<file path="src/rtl/ahb_master_interface.sv">
// AHB-Lite master front end: turns SINGLE/INCR4 read/write commands into
// pipelined AHB address/data phases, with legality screening and error abort.
module ahb_master_interface #(
  parameter logic [31:0] ADDR_LO = 32'h8000_0000,
  parameter logic [31:0] ADDR_HI = 32'h8C00_0000
) (
  input  logic        Hclk,
  input  logic        Hreset,
  input  logic        cmd_valid,
  output logic        cmd_ready,
  input  logic        cmd_write,
  input  logic        cmd_burst,
  input  logic [31:0] cmd_addr,
  input  logic [31:0] wdata,
  input  logic        wdata_valid,
  output logic        wdata_ready,
  input  logic        Hreadyin,
  input  logic [1:0]  Hresp,
  input  logic [31:0] Hrdata,
  output logic [31:0] Haddr,
  output logic [1:0]  Htrans,
  output logic        Hwrite,
  output logic [2:0]  Hsize,
  output logic [2:0]  Hburst,
  output logic [31:0] Hwdata,
  output logic [31:0] rdata,
  output logic        rdata_valid,
  output logic        busy,
  output logic        err
);

  typedef enum logic [1:0] {
    S_IDLE  = 2'd0,
    S_ADDR  = 2'd1,
    S_LAST  = 2'd2,
    S_ABORT = 2'd3
  } state_t;

  localparam logic [1:0] TR_IDLE    = 2'b00;
  localparam logic [1:0] TR_BUSY    = 2'b01;
  localparam logic [1:0] TR_NONSEQ  = 2'b10;
  localparam logic [1:0] TR_SEQ     = 2'b11;
  localparam logic [1:0] RESP_OKAY  = 2'b00;
  localparam logic [1:0] RESP_ERROR = 2'b01;
  localparam logic [2:0] HB_SINGLE  = 3'b000;
  localparam logic [2:0] HB_INCR4   = 3'b011;

  // An INCR4 starting above offset 0x3F0 would cross a 1 KB boundary.
  function automatic logic cmd_legal(input logic [31:0] a, input logic incr4);
    return (a >= ADDR_LO) && (a < ADDR_HI) && (a[1:0] == 2'b00) &&
           !(incr4 && (a[9:0] > 10'h3F0));
  endfunction

  state_t      state_r, state_s;
  logic [31:0] addr_r, hwdata_r, rdata_r;
  logic [2:0]  hburst_r, beats_left_r;
  logic        write_r, first_r, dphase_r, rdata_valid_r, err_r;
  logic        legal_s, issue_s, addr_done_s, dphase_err_s;
  logic [1:0]  htrans_s;

  assign legal_s      = cmd_legal(cmd_addr, cmd_burst);
  assign addr_done_s  = issue_s && Hreadyin;
  assign dphase_err_s = dphase_r && !Hreadyin && (Hresp == RESP_ERROR);

  // Transfer type: a write beat is only presented once its data is available.
  always_comb begin
    issue_s  = 1'b0;
    htrans_s = TR_IDLE;
    if (state_r == S_ADDR) begin
      issue_s = !write_r || wdata_valid;
      if (issue_s) begin
        htrans_s = first_r ? TR_NONSEQ : TR_SEQ;
      end else begin
        htrans_s = first_r ? TR_IDLE : TR_BUSY;
      end
    end else begin
      htrans_s = TR_IDLE;
    end
  end

  // Next-state logic
  always_comb begin
    state_s = state_r;
    case (state_r)
      S_IDLE: begin
        if (cmd_valid && legal_s) state_s = S_ADDR;
        else                      state_s = S_IDLE;
      end
      S_ADDR: begin
        if (dphase_err_s)                             state_s = S_ABORT;
        else if (addr_done_s && beats_left_r == 3'd1) state_s = S_LAST;
        else                                          state_s = S_ADDR;
      end
      S_LAST: begin
        if (dphase_err_s)  state_s = S_ABORT;
        else if (Hreadyin) state_s = S_IDLE;
        else               state_s = S_LAST;
      end
      S_ABORT: begin
        if (Hreadyin) state_s = S_IDLE;
        else          state_s = S_ABORT;
      end
      default: state_s = S_IDLE;
    endcase
  end

  // State register
  always_ff @(posedge Hclk) begin
    if (Hreset) state_r <= S_IDLE;
    else        state_r <= state_s;
  end

  // Datapath: command latch, beat advance, write/read data capture, strobes
  always_ff @(posedge Hclk) begin
    if (Hreset) begin
      addr_r        <= 32'h0000_0000;
      write_r       <= 1'b0;
      hburst_r      <= HB_SINGLE;
      hwdata_r      <= 32'h0000_0000;
      rdata_r       <= 32'h0000_0000;
      rdata_valid_r <= 1'b0;
      err_r         <= 1'b0;
      beats_left_r  <= 3'd0;
      first_r       <= 1'b0;
      dphase_r      <= 1'b0;
    end else begin
      rdata_valid_r <= 1'b0;
      err_r         <= 1'b0;
      case (state_r)
        S_IDLE: begin
          dphase_r <= 1'b0;
          if (cmd_valid && legal_s) begin
            addr_r       <= cmd_addr;
            write_r      <= cmd_write;
            hburst_r     <= cmd_burst ? HB_INCR4 : HB_SINGLE;
            beats_left_r <= cmd_burst ? 3'd4 : 3'd1;
            first_r      <= 1'b1;
          end else if (cmd_valid) begin
            err_r <= 1'b1;
          end
        end
        S_ADDR, S_LAST: begin
          if (dphase_r && Hreadyin && !write_r && (Hresp == RESP_OKAY)) begin
            rdata_r       <= Hrdata;
            rdata_valid_r <= 1'b1;
          end
          // A completing address phase opens the next data phase.
          if (addr_done_s) begin
            addr_r       <= addr_r + 32'd4;
            beats_left_r <= beats_left_r - 3'd1;
            first_r      <= 1'b0;
            dphase_r     <= 1'b1;
            if (write_r) hwdata_r <= wdata;
          end else if (Hreadyin) begin
            dphase_r <= 1'b0;
          end
        end
        S_ABORT: begin
          dphase_r <= 1'b0;
          if (Hreadyin) err_r <= 1'b1;
        end
        default: dphase_r <= 1'b0;
      endcase
    end
  end

  assign cmd_ready   = (state_r == S_IDLE) && !Hreset;
  assign busy        = (state_r != S_IDLE);
  assign wdata_ready = addr_done_s && write_r;
  assign Haddr       = addr_r;
  assign Htrans      = htrans_s;
  assign Hwrite      = write_r;
  assign Hsize       = 3'b010;
  assign Hburst      = hburst_r;
  assign Hwdata      = hwdata_r;
  assign rdata       = rdata_r;
  assign rdata_valid = rdata_valid_r;
  assign err         = err_r;

endmodule

</file>
<file path="config.mk">
export PLATFORM = sky130hd
export DESIGN_NAME = ahb_master_interface
export DESIGN_NICKNAME = d
export VERILOG_FILES = /design/src/rtl/ahb_master_interface.sv
export SDC_FILE = /design/constraint.sdc
export NUM_CORES = 1
export LEC_CHECK = 0
export CORE_MARGIN = 2
export CORE_UTILIZATION = 43
export DETAILED_ROUTE_END_ITERATION = 8
export GPL_TIMING_DRIVEN = 1
export PLACE_DENSITY = 0.81
export SYNTH_ARGS = -nofsm -noshare
export SYNTH_HDL_FRONTEND = slang
export SYNTH_SLANG_ARGS = --single-unit
</file>
<file path="constraint.sdc">
create_clock -name Hclk -period 2.83 [get_ports Hclk]
set_clock_uncertainty 0.1 [all_clocks]
set_input_delay 0.566 -clock Hclk [delete_from_list [all_inputs] [get_ports Hclk]]
set_output_delay 0.566 -clock Hclk [all_outputs]
set_load 0.03 [all_outputs]
</file>
==> impl_metrics.tcl <==
set metrics [dict create \
    critical_path_arrival_ns 2.01 \
    vias 5701 \
    powerDensity_nw_per_um2 392 \
    synth_xor_area_frac 0 \
    dp_hpwl_microns 12400 \
    cts_resized 0 \
    die_area_sq_um 12600 \
    synth_mux_area_frac 0.00996 \
    hold_slack_ns 0.354 \
    grt_pass1_wl_microns 26600 \
    grt_max_degree 75 \
    final_area_sq_um 7600 \
    die_w_microns 112 \
    yosys_warnings 0 \
    power_frac_comb 0.091 \
    synth.distinct_cells 54 \
    synth_edf_count 0 \
    start_util 0.440 \
    antennaDiodeCount 0 \
    finalSetupTns_ns 0 \
    cts-buffers-inserted 9 \
    ioPinCount 215 \
    cts_buffer_depth 2 \
    h-tree-depth 3 \
    grt_usage 0.256 \
    cts_setup_buffers 0 \
    fin_crit_ns 2.68 \
    clk_pin_slew_worst_paths_ns 0.07 \
    yosysSeqAreaShare 0.426 \
    clockRootBuffer "clkbuf_16" \
    antenna_found_initial 0 \
    worst_setup_path_start_kind "register" \
    fin_nets 960 \
    place.gp.congestion 0.892 \
    crit_path_end_kind "primary output" \
    max_slew.worst_pin.slew_ns 0.819 \
    dpl_cell_area_sq_um 7320 \
    place_ws_ns -0.184 \
    dr.first_iter.drc_count 441 \
    cts_tree "yes" \
    placement.io_buffers 210 \
    switchingPower_mw 0.681 \
    maxSlewViolCount 0 \
    firstDrtPassIters 5 \
    p_int_mw 2.30 \
    period_share 0.946 \
    drive_above_1_share 0.0681 \
    areaGrowthSynthToFinish_pct 51.3 \
    core_sq_um 11400 \
    synth_adder_area_share 0.0199 \
    cap_violations 0 \
    grt_pass1_vias 5368 \
    hold_buffers 0 \
    numClockSinks 107 \
    synth_top_family_by_area "simple AND/OR/NAND/NOR gates" \
    ys_ff_latch 107 \
    vias_per_cell 5.73 \
    std_cell_rows 39 \
    slew_headroom 0.449 \
    synthArstFlopShare 0 \
    grt_overflow 0 \
    fmax_ghz 0.374 \
    die_h_microns 112 \
    swShare 0.228 \
    rsz0062_at_grt "false" \
    crit_type "reg2out" \
    clock_latency_ns 0.34 \
    synth-simple-area-share 0.243 \
    cp.required_ns 2.16 \
    pwr-share-seq 0.508 \
    fin_ws_ns 0.153 \
    finalWirelength_microns 17000 \
    setup_viol 0 \
    peakVddDrop_mv 0.364 \
    status "complete, no violations" \
    min_path_type "reg2reg" \
    syn-cell-area_sq_um 5030 \
    utilization 0.666 \
    synthesis.instances 648 \
    worst-path-max-fanout 7 \
    hold_viol 0 \
    power.leakage_nw 2.53 \
    drc 0 \
    drt-wirelength-per-cell_microns 17.0 \
    synth_compound_area_frac 0.241 \
    synth-main-ff-cell "dfxtp_1" \
    drt.antenna.violating_nets 0 \
    avgSynthCellArea_sq_um 7.76 \
    power.clock.fraction 0.400 \
]
final timing paths:
check / startpoint / endpoint / slack, ns / cells after the start
setup / recovery: state_r[1] / Htrans[0] / 0.15 / 5
hold / removal: rdata[5] / rdata[5] / 0.35 / 2
setup reg to reg: Haddr[2] / Haddr[28] / 0.32 / 6
hold reg to reg: rdata[5] / rdata[5] / 0.35 / 2
cells in the final DEF (no fill, tap or decap), types with 4 or more instances in the layout:
| cell | instances |
|---|---|
| a211oi_1 | 13 |
| a21oi_1 | 86 |
| a31oi_1 | 10 |
| and2_1 | 4 |
| and3_1 | 5 |
| and4_1 | 5 |
| buf_4 | 32 |
| clkbuf_16 | 9 |
| clkdlybuf4s50_1 | 208 |
| conb_1 | 4 |
| dfxtp_1 | 107 |
| ha_1 | 8 |
| inv_1 | 14 |
| mux2i_1 | 5 |
| nand2_1 | 165 |
| nand3_1 | 19 |
| nand4_1 | 17 |
| nor2_1 | 18 |
| nor3_1 | 13 |
| nor4_1 | 6 |
| o21ai_0 | 19 |
| o311ai_0 | 4 |
| o31ai_1 | 11 |
| o32ai_1 | 11 |
| or3_1 | 5 |
metrics by stage:
step	power [mW]	instances
2_1_floorplan	1.63	650
3_3_place_gp	1.82	979
3_5_place_dp	1.82	979
4_1_cts	3.00	995
5_1_grt	3.07	995
6_report	2.98	995
worst max-delay path: stages, from the launching register on:
cell,delay [ns]
dfxtp_1,0.33
inv_1,0.10
ha_1,0.28
inv_1,0.09
nor2_1,0.14
clkdlybuf4s50_1,0.71
final cells by class:
class | instances | area (sq um)
fillers | 963 | 3810
multi-input cells | 473 | 2600
repair buffers | 241 | 2340
flip-flops and latches | 107 | 2140
clock buffers | 12 | 246
well taps | 143 | 179
inverters | 15 | 56.3
clock inverters | 4 | 33.8
state kept, by name, indices dropped and copies added (netlist names):
signal / cells
Haddr: 32
Hwdata: 32
rdata: 32
beats_left_r: 3
state_r: 2
Hburst: 1
Hwrite: 1
dphase_r: 1
err: 1
first_r: 1
rdata_valid: 1
power by group through the flow:
stage | clock network, mW | registers, mW | logic, mW
2_1_floorplan | 0 | 1.56 | 0.0752
3_3_place_gp | 0 | 1.55 | 0.265
3_5_place_dp | 0 | 1.55 | 0.268
4_1_cts | 1.21 | 1.52 | 0.270
5_1_grt | 1.27 | 1.52 | 0.287
6_report | 1.19 | 1.52 | 0.272
Yosys cell counts, types with 4 or more instances:
library cell / count / area share
a21oi_1: 86 / 0.086
nor3_1: 14 / 0.014
and4_1: 5 / 0.0087
clkbuf_1: 45 / 0.034
dfxtp_1: 107 / 0.43
nand4_1: 17 / 0.021
a31oi_1: 10 / 0.012
o31ai_1: 11 / 0.016
a211oi_1: 13 / 0.019
or3_1: 5 / 0.0062
nand3_1: 19 / 0.019
inv_1: 14 / 0.010
nor4_1: 6 / 0.0075
o21ai_0: 19 / 0.019
mux2i_1: 5 / 0.010
ha_1: 8 / 0.020
o311ai_0: 4 / 0.0070
nand2_1: 165 / 0.12
o32ai_1: 11 / 0.019
buf_4: 7 / 0.010
nor2_1: 18 / 0.013
and3_1: 5 / 0.0062
and2_1: 4 / 0.0050
cell families (layout without fill, tap and decap cells):
family,Yosys count,in the layout
and+or+nand+nor,270,270
AOI/OAI and AO/OA,186,186
DFF,107,107
buffers and inverters,70,272
adders and majority gates,8,8
muxes,5,5
other,2,4
routing by layer:
layer	global-route usage	vias up	routed length, microns
met3	0.0475	45	1220
li1	-	2698	-
met5	0	-	0
met1	0.307	2680	6650
met2	0.453	278	8600
met4	0.102	0	480
(Power assumes the default switching activity.)
==> variant: new RTL, config.mk and constraints unchanged <==
The 4 states of `state_t` get a one-hot encoding in 4 bits.
--- a/src/rtl/ahb_master_interface.sv
+++ b/src/rtl/ahb_master_interface.sv
@@ -29,11 +29,11 @@
   output logic        err
 );
 
-  typedef enum logic [1:0] {
-    S_IDLE  = 2'd0,
-    S_ADDR  = 2'd1,
-    S_LAST  = 2'd2,
-    S_ABORT = 2'd3
+  typedef enum logic [3:0] {
+    S_IDLE  = 4'b0001,
+    S_ADDR  = 4'b0010,
+    S_LAST  = 4'b0100,
+    S_ABORT = 4'b1000
   } state_t;
 
   localparam logic [1:0] TR_IDLE    = 2'b00;
Check against the original RTL: no difference found for any inputs over 4 cycles, from zero or initial values and one cycle with Hreset high; so few cycles prove little.
==> variant against the original RTL <==
- global-route usage down 2.0 points
- power shrank 0.33%
- sequential cell count grew 2
- register-to-register slack better by 0.11 ns
- first-iteration DRC count fell by 15%
- maximum frequency fell by 1.6%
- setup slack worse by 0.043 ns
- final cell count shrank 2.4%
- wire length decreased by 8.7%
- area after synthesis increased by 0.20%
- final area decreased by 1.8%
==> variant: results (changes against the original RTL) <==
Parameter                              Value

Outcome
  Status ... completed

Cells and area
  FILL cells ... 945 (-1.9%)
  Fraction of final layout cells with drive strength greater than 1 ... 0.07005 (+0.001973)
  Layout Nets ... 932 (-2.9%)

Setup path
  Data arrival time of the worst path ... 2.05 ns (+0.04 ns)
  Reg-to-reg startpoint ... Haddr[3]
  Worst-case register-to-register setup slack ... 0.43 ns (+0.11 ns)
  CP Capture Point ... cmd_ready

Timing
  Worst hold-check slack ... 0.3563 ns (+0.002126 ns)
  Slew Limit Headroom ... 0.2530 (-0.1957)
  Minimum setup slack in the final design ... 0.1103 ns (-0.04264 ns)

Synth
  Count of different cell masters after synthesis ... 60 (+11%)
  Seq/Total Area, Yosys ... 0.4333 (+0.007103)
  Adder and majority cell fraction of the synthesized area ... 0.007453 (-0.01246)
  Multiplexer share of the synthesized area ... 0.005963 (-0.003995)
  Synth top area cells ... sky130_fd_sc_hd__dfxtp_1, sky130_fd_sc_hd__nand2_1, sky130_fd_sc_hd__a21oi_1, sky130_fd_sc_hd__nor2_1, sky130_fd_sc_hd__o21ai_0
  Compound-gate portion of the synthesized area ... 0.2189 (-0.02234)
  Synthesized area per cell ... 7.906 um^2 (+1.9%)

Routing
  Detailed route wirelength on metal2 ... 7.421 mm (-14%)
  Number of vias after detailed routing ... 5,323 (-6.6%)
  Wirelength per Cell ... 15.94 um (-6.4%)
  First-pass iteration count of the detailed router ... 6 (+1)
  Starting DRT DRC Count ... 373 (-15%)
  Ratio of routed vias to standard cells ... 5.482 (-4.3%)
  Detailed-route wire length on metal 1 ... 6.566 mm (-1.3%)

Power
  Total power draw ... 2.972 mW (-0.33%)
  Worst supply voltage drop on vdd ... 264.4 uV (-27%)
  Areal power density over the cells ... 398.2 nW/um^2 (+1.5%)
  Reported leakage power ... 2.475 nW (-2.3%)

Global route
  Aggregate global-route resource usage ... 0.2362 (-0.01999)
  Met1 usage in global routing ... 0.3042 (-0.002993)
  Via count of the first global-routing pass ... 4,977 (-7.3%)
  Global-route wire length before repair ... 24.67 mm (-7.2%)
  Pin count of the biggest net entering global routing ... 107 (+43%)

Place
  Half-perimeter wire length after placement ... 11.12 mm (-10%)
  GP Congestion ... 0.8943 (+0.27%)
  Number of placed instances, taps included ... 956 (-2.3%)

Floorplanning
  Effective utilization at floorplan ... 0.4410 (+0.0008767)
## variant: critical path, stage by stage, from the launching register on
cell                              delay, ns
sky130_fd_sc_hd__dfxtp_1               0.49
sky130_fd_sc_hd__nor4b_4               0.32
sky130_fd_sc_hd__inv_1                 0.12
sky130_fd_sc_hd__nor2_1                0.10
sky130_fd_sc_hd__clkdlybuf4s50_1       0.68
## variant: report_power, final
part	leakage, nW	internal, mW	switching [mW]
Clock	0.136	0.628	0.568
Combinational	1.46	0.150	0.0879
Sequential	0.878	1.54	0.00321
## variant: area by class of cell
| cell class | instances | area [um^2] | area share |
|---|---|---|---|
| multi-input cells | 467 | 2540 | 0.3403 |
| repair buffers | 225 | 2235 | 0.2994 |
| flip-flops and latches | 109 | 2183 | 0.2925 |
| clock buffers | 10 | 239.0 | 0.03202 |
| well taps | 143 | 178.9 | 0.02397 |
| inverters | 12 | 45.04 | 0.006035 |
| clock inverters | 5 | 42.54 | 0.005700 |
